`src/rtl/buffer_row_reader_pkg.sv`:
```
// Shared types and elaboration helpers for the ping-pong buffer row reader.
package buffer_row_reader_pkg;

   typedef enum logic [1:0] {
      ST_IDLE  = 2'd0,
      ST_READ  = 2'd1,
      ST_DRAIN = 2'd2
   } reader_state_t;

   localparam int unsigned MIN_READ_LATENCY = 1;
   localparam int unsigned MAX_READ_LATENCY = 4;

   function automatic int unsigned clamp_len(input int unsigned len, input int unsigned max_len);
      return (len > max_len) ? max_len : len;
   endfunction

   // FIFO must be a power of two and hold every word that can be in flight plus one.
   function automatic bit fifo_cfg_ok(input int unsigned depth, input int unsigned latency);
      return (latency >= MIN_READ_LATENCY) && (latency <= MAX_READ_LATENCY) &&
             (depth >= latency + 1) && ((depth & (depth - 1)) == 0);
   endfunction

endpackage

```
`src/rtl/buffer_row_reader_sync_fifo.sv`:
```
// Single-clock prefetch FIFO; the caller guarantees it is never pushed while full.
module sync_fifo
   import buffer_row_reader_pkg::*;
#(
   parameter int unsigned DATA_WIDTH = 32,
   parameter int unsigned FIFO_DEPTH = 4,
   parameter int unsigned CNT_BITS   = $clog2(FIFO_DEPTH + 1)
) (
   input  logic                  I_clk,
   input  logic                  I_rst_n,
   input  logic                  I_push,
   input  logic [DATA_WIDTH-1:0] I_data,
   input  logic                  I_pop,
   output logic [DATA_WIDTH-1:0] O_data,
   output logic [CNT_BITS-1:0]   O_count,
   output logic                  O_empty
);

   localparam int unsigned PTR_BITS = $clog2(FIFO_DEPTH);

   logic [DATA_WIDTH-1:0] r_mem [FIFO_DEPTH];
   logic [PTR_BITS-1:0]   r_wr_ptr;
   logic [PTR_BITS-1:0]   r_rd_ptr;
   logic [CNT_BITS-1:0]   r_count;

   always_ff @(posedge I_clk) begin
      if (I_push) r_mem[r_wr_ptr] <= I_data;
   end

   always_ff @(posedge I_clk or negedge I_rst_n) begin
      if (!I_rst_n) begin
         r_wr_ptr <= '0;
         r_rd_ptr <= '0;
         r_count  <= '0;
      end else begin
         if (I_push) r_wr_ptr <= r_wr_ptr + 1'b1;
         if (I_pop)  r_rd_ptr <= r_rd_ptr + 1'b1;
         unique case ({I_push, I_pop})
            2'b10:   r_count <= r_count + 1'b1;
            2'b01:   r_count <= r_count - 1'b1;
            default: r_count <= r_count;
         endcase
      end
   end

   assign O_data  = r_mem[r_rd_ptr];
   assign O_count = r_count;
   assign O_empty = (r_count == '0);

endmodule

```
`src/rtl/buffer_row_reader.sv`:
```
// Reads one completed row per swap from port B of the ping-pong line buffer and
// streams it out through a credit-limited prefetch FIFO.
module buffer_row_reader
   import buffer_row_reader_pkg::*;
#(
   parameter int unsigned DATA_WIDTH     = 32,
   parameter int unsigned ADDRESS_NUMBER = 1024,
   parameter int unsigned ADDRESS_BITS   = $clog2(ADDRESS_NUMBER),
   parameter int unsigned LEN_BITS       = $clog2(ADDRESS_NUMBER + 1),
   parameter int unsigned READ_LATENCY   = 2,
   parameter int unsigned FIFO_DEPTH     = 4
) (
   input  logic                    I_clk,
   input  logic                    I_rst_n,
   input  logic                    I_swap_trigger,
   input  logic [LEN_BITS-1:0]     I_row_length,
   output logic                    O_read_bank,
   output logic [ADDRESS_BITS-1:0] O_read_address,
   output logic                    O_read_enable,
   input  logic [DATA_WIDTH-1:0]   I_read_data,
   output logic [DATA_WIDTH-1:0]   O_data,
   output logic                    O_valid,
   input  logic                    I_ready,
   output logic                    O_row_start,
   output logic                    O_row_done,
   output logic                    O_busy,
   output logic                    O_overrun
);

   localparam int unsigned CNT_BITS = $clog2(FIFO_DEPTH + 1);

   if (!fifo_cfg_ok(FIFO_DEPTH, READ_LATENCY)) begin : g_cfg_error
      $error("buffer_row_reader: FIFO_DEPTH must be a power of 2 >= READ_LATENCY+1, READ_LATENCY in 1..4");
   end

   reader_state_t           r_state;
   logic                    r_bank;
   logic                    r_busy;
   logic                    r_row_start;
   logic                    r_zero_done;
   logic                    r_overrun;
   logic                    r_pending;
   logic [LEN_BITS-1:0]     r_len;
   logic [LEN_BITS-1:0]     r_pend_len;
   logic [LEN_BITS-1:0]     r_issued;
   logic [LEN_BITS-1:0]     r_popped;
   logic [ADDRESS_BITS-1:0] r_addr;
   logic [READ_LATENCY-1:0] r_rd_pipe;

   int unsigned             w_inflight;
   logic                    w_read_en;
   logic                    w_push;
   logic                    w_pop;
   logic                    w_empty;
   logic                    w_last_pop;
   logic                    w_start;
   logic [LEN_BITS-1:0]     w_raw_len;
   logic [LEN_BITS-1:0]     w_start_len;
   logic [LEN_BITS-1:0]     w_issued_next;
   logic [LEN_BITS-1:0]     w_popped_next;
   logic [CNT_BITS-1:0]     w_fifo_count;
   logic [DATA_WIDTH-1:0]   w_fifo_data;

   always_comb begin
      w_inflight = 0;
      for (int unsigned i = 0; i < READ_LATENCY; i++) w_inflight += 32'(r_rd_pipe[i]);
   end

   // Credit: strobe only if every word already requested still fits in the FIFO.
   assign w_read_en     = (r_state == ST_READ) && ((w_inflight + 32'(w_fifo_count)) < FIFO_DEPTH);
   assign w_push        = r_rd_pipe[READ_LATENCY-1];
   assign w_pop         = !w_empty && I_ready;
   assign w_issued_next = r_issued + 1'b1;
   assign w_popped_next = r_popped + 1'b1;
   assign w_last_pop    = w_pop && (r_state == ST_DRAIN) && (w_popped_next == r_len);
   assign w_start       = (I_swap_trigger && (r_state == ST_IDLE)) ||
                          (w_last_pop && (r_pending || I_swap_trigger));
   // A swap landing on the final pop is newer than any pending one, so it wins.
   assign w_raw_len     = I_swap_trigger ? I_row_length : r_pend_len;
   assign w_start_len   = LEN_BITS'(clamp_len(32'(w_raw_len), ADDRESS_NUMBER));

   always_ff @(posedge I_clk or negedge I_rst_n) begin
      if (!I_rst_n) begin
         r_state     <= ST_IDLE;
         r_bank      <= 1'b1;
         r_busy      <= 1'b0;
         r_row_start <= 1'b0;
         r_zero_done <= 1'b0;
         r_overrun   <= 1'b0;
         r_pending   <= 1'b0;
         r_len       <= '0;
         r_pend_len  <= '0;
         r_issued    <= '0;
         r_popped    <= '0;
         r_addr      <= '0;
         r_rd_pipe   <= '0;
      end else begin
         r_row_start <= 1'b0;
         r_zero_done <= 1'b0;
         r_overrun   <= I_swap_trigger && r_pending;
         r_rd_pipe   <= READ_LATENCY'({r_rd_pipe, w_read_en});
         if (w_read_en) begin
            r_addr   <= r_addr + 1'b1;
            r_issued <= w_issued_next;
            if (w_issued_next == r_len) r_state <= ST_DRAIN;
         end
         if (w_pop) r_popped <= w_popped_next;
         if (w_start) begin
            r_bank      <= ~r_bank;
            r_len       <= w_start_len;
            r_addr      <= '0;
            r_issued    <= '0;
            r_popped    <= '0;
            r_row_start <= 1'b1;
            r_pending   <= 1'b0;
            if (w_start_len == '0) begin
               r_state     <= ST_IDLE;
               r_busy      <= 1'b0;
               r_zero_done <= 1'b1;
            end else begin
               r_state <= ST_READ;
               r_busy  <= 1'b1;
            end
         end else begin
            if (w_last_pop) begin
               r_state <= ST_IDLE;
               r_busy  <= 1'b0;
            end
            if (I_swap_trigger && (r_state != ST_IDLE)) begin
               r_pending  <= 1'b1;
               r_pend_len <= I_row_length;
            end
         end
      end
   end

   sync_fifo #(
      .DATA_WIDTH (DATA_WIDTH),
      .FIFO_DEPTH (FIFO_DEPTH),
      .CNT_BITS   (CNT_BITS)
   ) u_fifo (
      .I_clk   (I_clk),
      .I_rst_n (I_rst_n),
      .I_push  (w_push),
      .I_data  (I_read_data),
      .I_pop   (w_pop),
      .O_data  (w_fifo_data),
      .O_count (w_fifo_count),
      .O_empty (w_empty)
   );

   assign O_read_bank    = r_bank;
   assign O_read_address = r_addr;
   assign O_read_enable  = w_read_en;
   assign O_valid        = !w_empty;
   assign O_data         = w_empty ? '0 : w_fifo_data;
   assign O_row_start    = r_row_start;
   assign O_row_done     = w_last_pop || r_zero_done;
   assign O_busy         = r_busy;
   assign O_overrun      = r_overrun;

endmodule

```
`config.mk`:
```
export PLATFORM = sky130hd
export DESIGN_NAME = buffer_row_reader
export DESIGN_NICKNAME = d
export VERILOG_FILES = /design/src/rtl/buffer_row_reader_pkg.sv /design/src/rtl/buffer_row_reader_sync_fifo.sv /design/src/rtl/buffer_row_reader.sv
export SDC_FILE = /design/constraint.sdc
export NUM_CORES = 1
export LEC_CHECK = 0
export CAP_MARGIN = 20
export CORE_ASPECT_RATIO = 0.5
export CORE_MARGIN = 8
export CORE_UTILIZATION = 30
export CTS_CLUSTER_DIAMETER = 40
export CTS_CLUSTER_SIZE = 16
export DETAILED_ROUTE_END_ITERATION = 10
export SETUP_SLACK_MARGIN = 0.4
export SLEW_MARGIN = 10
export SYNTH_ARGS = -nofsm -noshare
export SYNTH_HDL_FRONTEND = slang
export SYNTH_SLANG_ARGS = --single-unit
```
`constraint.sdc`:
```
create_clock -name I_clk -period 2.6 [get_ports I_clk]
set_clock_uncertainty 0.2 [all_clocks]
set_input_delay 0.39 -clock I_clk [delete_from_list [all_inputs] [get_ports I_clk]]
set_output_delay 0.39 -clock I_clk [all_outputs]
set_load 0.05 [all_outputs]
```
==> metrics.txt, run 1 <==
outcome=finished, violations left; failing checks=negative setup slack; Primary FF master, synth=edfxtp_1; Final period util=107%; vias per cell=around 4.6; nets=slightly above 800; Routed Antenna Nets=0; largest net degree at the start of global routing=33; clock transition at the registers of the reported paths=0.07 ns; Most Crowded Layer GR=met2; setup TNS=-4.22 ns; Slew headroom=51.5%; GR Layer Usage met3=roughly 2.9%; FF-to-FF setup slack=-0.15 ns; family with the most delay on the worst path=simple AND/OR/NAND/NOR gates; # diodes=0; # IOs=between 90 and 100; Netlist cell types=57; Setup crit end kind=primary output; Cells after Synth=approximately 590; # rows=44; CP max-delay cell=dfrtp_2; Yosys top cell area share=43.4%; leak pwr=between 4 and 5 nW; P per Cell Area=~1400 nW/um2; Final Worst Setup Slack=-0.185 ns; gr usage total=a little under an eighth; Hold Path Class=reg2reg; final critical-path required period=2.79 ns; Buffers & Inverters on Critical Path=1; RSZ-0062 raised after global routing=true; I/O Buffers=95; Avg Synthesized Cell Area=roughly 15 um2; Initial Util=a little under a third; Critical Path Fanout Max=5; initial DRC count=roughly 280; Root Buffer=clkbuf_16; final hold violation count=0; final WL=just over 20000 um; largest cells by area after synthesis=edfxtp_1 (43%), dfrtp_1 (20%), mux4_2 (8.1%); Slew Limit Fails=0; CTS Buffer Depth=2; vias after detailed routing=around 5300; Final setup viols=43; CTS Sinks=slightly below 200; Req. time, crit path=roughly 2.0 ns; Die Footprint=roughly 36000 um2; ys async rst share=35.7%; sequential fraction of the synthesis area=between 60% and 70%; Crit Path Category=reg2out; most area-hungry cell type in the Yosys netlist=edfxtp_1; Inserted Clock Buffers=17; met2 Usage GRT=22.0%; Post-DP HPWL=between 10000 and 15000 um; crit-path cells=ha_4 -> xnor2_2 -> and4_1 -> nand4_1 -> nor4_4 -> nand3_2 -> nand2b_1 -> buf_12; CTS tree=done; Post-Layout Cell Count=~1200; pre-CTS setup slack=-0.0182 ns; Ys Warns=0; share of cells above drive strength 1=between 30% and 40%; TritonRoute pass-1 iters=4; CORE AREA=slightly below 30000 um2; initial antenna violation count=0; placed insts=~1100; commonest non-fill, non-tap cell in the layout=edfxtp_1; Die H=between 100 and 150 um; DR WL/cell=around 18 um; met1 Resource Use GR=13.2%; residual DRC count=0; Peak VDD IR=0.894 mV; most frequent cells in the layout=edfxtp_1 (128), dfrtp_1 (63), buf_12 (48); first-pass GRT wire length=~32000 um; Chip Width=259 um; # fillers=between 2000 and 3000; syn_nets=about 650; cell area after synthesis=approximately 8900 um2; crit start category=flop; vias in the first global route=about 5800; fmax=around 0.36 GHz; Yosys reg bits=roughly 200; # Max-Cap Violations=0; routability cong.=slightly above 0.8; P&R area growth vs syn=41.4%; CP max stage delay=approximately 0.45 ns; Worst-Skew Late Latency=between 0.4 and 0.5 ns; CTS H-tree depth=4; Critical Path AT=around 2.2 ns; Overflow after GRT=0; worst-margin pin slew=around 0.73 ns; Post-synth EDFFs=about 130
metal layers:
layer,part of all wire (%),vias to the layer above
li1,-,2487
met5,0,-
met2,55,55
met4,0.86,0
met3,2.9,17
met1,41,2727
sequential cells by signal, summed over array words and instances, names as in the netlist, 2 cells and up:
name	flops
u_fifo.r_wr_ptr	2
u_fifo.O_count	3
r_issued	11
r_pend_len	11
u_fifo.r_rd_ptr	2
O_read_address	10
r_popped	11
r_rd_pipe	2
r_state	2
r_len	11
u_fifo.r_mem	128
report_power, final:
group | internal [mW] | leakage (nW) | total [mW] | switching (mW)
clock network | 1.45 | 0.291 | 2.69 | 1.23
registers | 4.34 | 2.03 | 4.97 | 0.627
logic | 4.72 | 2.46 | 9.56 | 4.84
total | 10.5 | 4.78 | 17.2 | 6.70
synth_stat cells, types with 4 or more instances:
cell type  count
and3_1         5
nor4_1         5
mux2i_1       13
inv_1         13
o21ai_0        5
mux2_4        11
xor2_1        31
clkbuf_1      15
and2_1         7
mux4_2        32
ha_1           9
nor3_1        10
nand3_1        8
nor2b_1       33
nand2_1       25
buf_6          6
nand2b_1       4
buf_2          4
xnor2_1       33
edfxtp_1     128
mux2_2        10
a21oi_1        7
nor2_1        59
dfrtp_1       70
nand4_1        8
worst paths after layout:
check | from | to | cells past startpoint
worst min-delay path | r_rd_pipe[0] | r_rd_pipe[1] | 1
worst max-delay path | r_popped[0] | O_row_done | 8
min in group asynchronous | I_rst_n | r_pend_len[5] | 2
worst min register to register | r_rd_pipe[0] | r_rd_pipe[1] | 1
max in group asynchronous | I_rst_n | r_popped[6] | 3
worst max register to register | r_popped[0] | r_state[0] | 12
worst reg2reg max path, stage by stage, from the launching register on:
cell and delay [ns]:
dfrtp_2 0.45, ha_4 0.30, xnor2_2 0.10, and4_1 0.19, nand4_1 0.12, nor4_4 0.19, buf_4 0.17, a41oi_4 0.12
a21oi_4 0.25, clkbuf_16 0.22, buf_12 0.12, buf_16 0.14, o2bb2ai_2 0.11
per-stage QoR:
stage               utilization (%)  area (um2)  power [mW]  hold WS (ns)
floorplan                         -        9020        9.94        -0.106
global route                   43.2       12500        18.1         0.295
detailed placement             38.1       11100        13.4         0.175
CTS                            42.5       12300        17.2         0.188
finish                         43.2       12500        17.2         0.275
global placement               38.1       11100        13.3         0.172
logic make-up (layout without fill, tap and decap cells):
logic type	count (synthesis)	after routing	synth area share (%)
flip-flops	199	199	63.5
AND/OR/NAND/NOR	179	179	10.8
multiplexers	68	68	13.0
XOR/XNOR	64	64	6.33
buffers and inverters	43	211	2.47
AO/OA/AOI/OAI	31	31	2.46
adder cells (fa/ha/maj)	10	10	1.50
timing repair:
item	in CTS	in global routing
buffers inserted	18	6
pin swaps	9	14
hold buffers	1	0
cloned	7	1
endpoints found under the setup margin	110	99
endpoints found under the hold margin	24	0
resized for setup	104	40
layout make-up:
class | instances | area [um2] | area share, %
Inverter | 13 | 48.8 | 0.389
Sequential cell | 199 | 5630 | 44.9
Clock buffer | 19 | 433 | 3.46
Timing Repair Buffer | 166 | 2200 | 17.6
Tap cell | 391 | 489 | 3.90
Multi-Input combinational cell | 352 | 3560 | 28.4
Clock inverter | 13 | 161 | 1.29
Power figures use the tool's default switching activity.
==> inputs of run 2 (changes only) <==
--- a/config.mk
+++ b/config.mk
@@ -8,10 +8,11 @@
 export CAP_MARGIN = 20
 export CORE_ASPECT_RATIO = 0.5
 export CORE_MARGIN = 8
-export CORE_UTILIZATION = 30
+export CORE_UTILIZATION = 51
 export CTS_CLUSTER_DIAMETER = 40
 export CTS_CLUSTER_SIZE = 16
 export DETAILED_ROUTE_END_ITERATION = 10
+export PLACE_DENSITY = 0.76
 export SETUP_SLACK_MARGIN = 0.4
 export SLEW_MARGIN = 10
 export SYNTH_ARGS = -nofsm -noshare
==> metrics.txt, run 2 (same netlist as run 1, synthesis figures left out) <==
outcome=finished, violations left; failing checks=negative setup slack; FF+latch area=~5600 um2; top routing layer in use=met4; Critical Path Fanout Max=7; routability cong.=between 0.8 and 0.9; multi-input logic area=about 3500 um2; Slew headroom=roughly 60%; CTS H-tree depth=4; # Max-Cap Violations=0; residual DRC count=0; Setup crit end kind=primary output; share of cells above drive strength 1=roughly a third; CTS Buffer Depth=2; Post-Layout Cell Count=roughly 990; nets=795; Die H=about 110 um; worst-margin pin slew=0.599 ns; met3 wire length=approximately 570 um; Crit Path Category=reg2out; Worst-Skew Late Latency=around 0.42 ns; P per Cell Area=~1400 nW/um2; Final setup viols=47; Initial Util=51.5%; metal2 WL=about 9900 um; first-pass GRT wire length=between 30000 and 40000 um; I/O Buffers=95; CP max-delay cell=dfrtp_2; Peak VDD IR=approximately 0.91 mV; P&R area growth vs syn=36.2%; commonest non-fill, non-tap cell in the layout=edfxtp_1; DR WL/cell=19.4 um; leak pwr=between 4 and 5 nW; FF-to-FF setup slack=-0.19 ns; Largest register FFs=around 130; Root Buffer=clkbuf_16; vias per cell=5.35; vias in the first global route=5675; final critical-path required period=approximately 2.8 ns; final WL=roughly 19000 um; CTS Sinks=around 200; Req. time, crit path=2.01 ns; Hold Path Class=reg2reg; CTS tree=done; Routed Antenna Nets=0; crit start category=flop; fmax=around 0.36 GHz; Chip Width=between 200 and 250 um; # diodes=0; Final Worst Setup Slack=-0.210 ns; setup TNS=-4.84 ns; Inserted Clock Buffers=17; Largest Register=u_fifo.r_mem; TritonRoute pass-1 iters=4; crit-path cells=ha_4 -> nand2_4 -> nor3_2 -> xnor2_1 -> and4b_4 -> nand3_4 -> nand2b_4 -> buf_12; CORE AREA=about 17000 um2; Die Footprint=22100 um2; initial antenna violation count=0; most frequent cells in the layout=edfxtp_1 (128), dfrtp_1 (66), nor2_1 (58); vias after detailed routing=between 5000 and 6000; placed insts=929; Post-DP HPWL=between 10000 and 15000 um; CP max stage delay=0.42 ns; largest net degree at the start of global routing=33; final hold violation count=0; Critical Path AT=2.22 ns; Final period util=108%; # IOs=96; clock transition at the registers of the reported paths=about 0.080 ns; Metal-1 WL=8510 um; initial DRC count=between 200 and 300; # rows=34; gr usage total=17.9%; Overflow after GRT=0; # fillers=1110; Fin Hold WS=about 0.25 ns; Slew Limit Fails=0; RSZ-0062 raised after global routing=true
## run 2: changes by cell type in the layout (fill, tap and decap cells not counted), moves of 3 or more
cell / previous run / this run
dfrtp_1: 63 / 66
dfrtp_2: 7 / 4
nor2_2: 27 / 1
clkinv_8: 1 / 4
nor2_4: 5 / 0
nor2_1: 27 / 58
buf_16: 7 / 3
nand3_4: 1 / 4
buf_6: 7 / 10
buf_4: 38 / 31
## run 2: layout make-up
cell class	count	share of cell area [%]
Sequential cell	199	46.6
Inverter	13	0.405
Multi-Input combinational cell	353	29.0
Tap cell	234	2.43
Timing Repair Buffer	154	16.6
Clock inverter	14	1.45
Clock buffer	18	3.56
## run 2: layer usage
metal | global-route usage (%) | vias to the layer above
li1 | - | 2462
met1 | 22.6 | 2703
met2 | 31.6 | 97
met3 | 3.35 | 11
met4 | 4.99 | 0
met5 | 0 | -
## run 2: stage by stage
stage | utilization, % | total power, mW | instance area (um2) | setup slack, ns
2_1_floorplan | - | 9.94 | 9020 | 0.127
4_1_cts | 69.5 | 16.9 | 11900 | -0.272
3_5_place_dp | 62.9 | 13.3 | 10800 | -0.121
5_1_grt | 70.2 | 17.8 | 12100 | -0.324
6_report | 70.2 | 16.9 | 12100 | -0.210
3_3_place_gp | 62.9 | 13.1 | 10800 | 0.00290
## run 2: final timing paths
kind                              start                  to  cells past startpoint
min in group asynchronous       I_rst_n       r_pend_len[2]                      2
max in group asynchronous       I_rst_n  u_fifo.r_rd_ptr[1]                      3
max                         r_popped[1]          O_row_done                      8
min                        r_rd_pipe[0]        r_rd_pipe[1]                      0
min reg2reg                r_rd_pipe[0]        r_rd_pipe[1]                      0
max reg2reg                 r_popped[1]            r_len[2]                     11
## run 2: critical path, delay by kind of cell (launching register included)
| kind | cells | cell delay (ns) |
|---|---|---|
| AND/OR/NAND/NOR | 5 | 0.88 |
| flip-flops | 1 | 0.42 |
| adder cells (fa/ha/maj) | 1 | 0.21 |
| XOR/XNOR | 1 | 0.16 |
| buffers and inverters | 1 | 0.13 |
## run 2: timing repair
action	CTS	global route
setup endpoints to repair	109	99
gates resized for setup	91	17
endpoints found under the hold margin	23	0
pin swaps	5	4
buffers inserted	15	4
gates cloned	4	0
hold buffers	1	0
## run 2: power by group
group	leakage [nW]	internal (mW)	total, mW	switching [mW]
combinational	2.36	4.59	9.25	4.66
clock	0.292	1.32	2.67	1.36
sequential	2.03	4.34	4.99	0.654
total	4.68	10.2	16.9	6.67
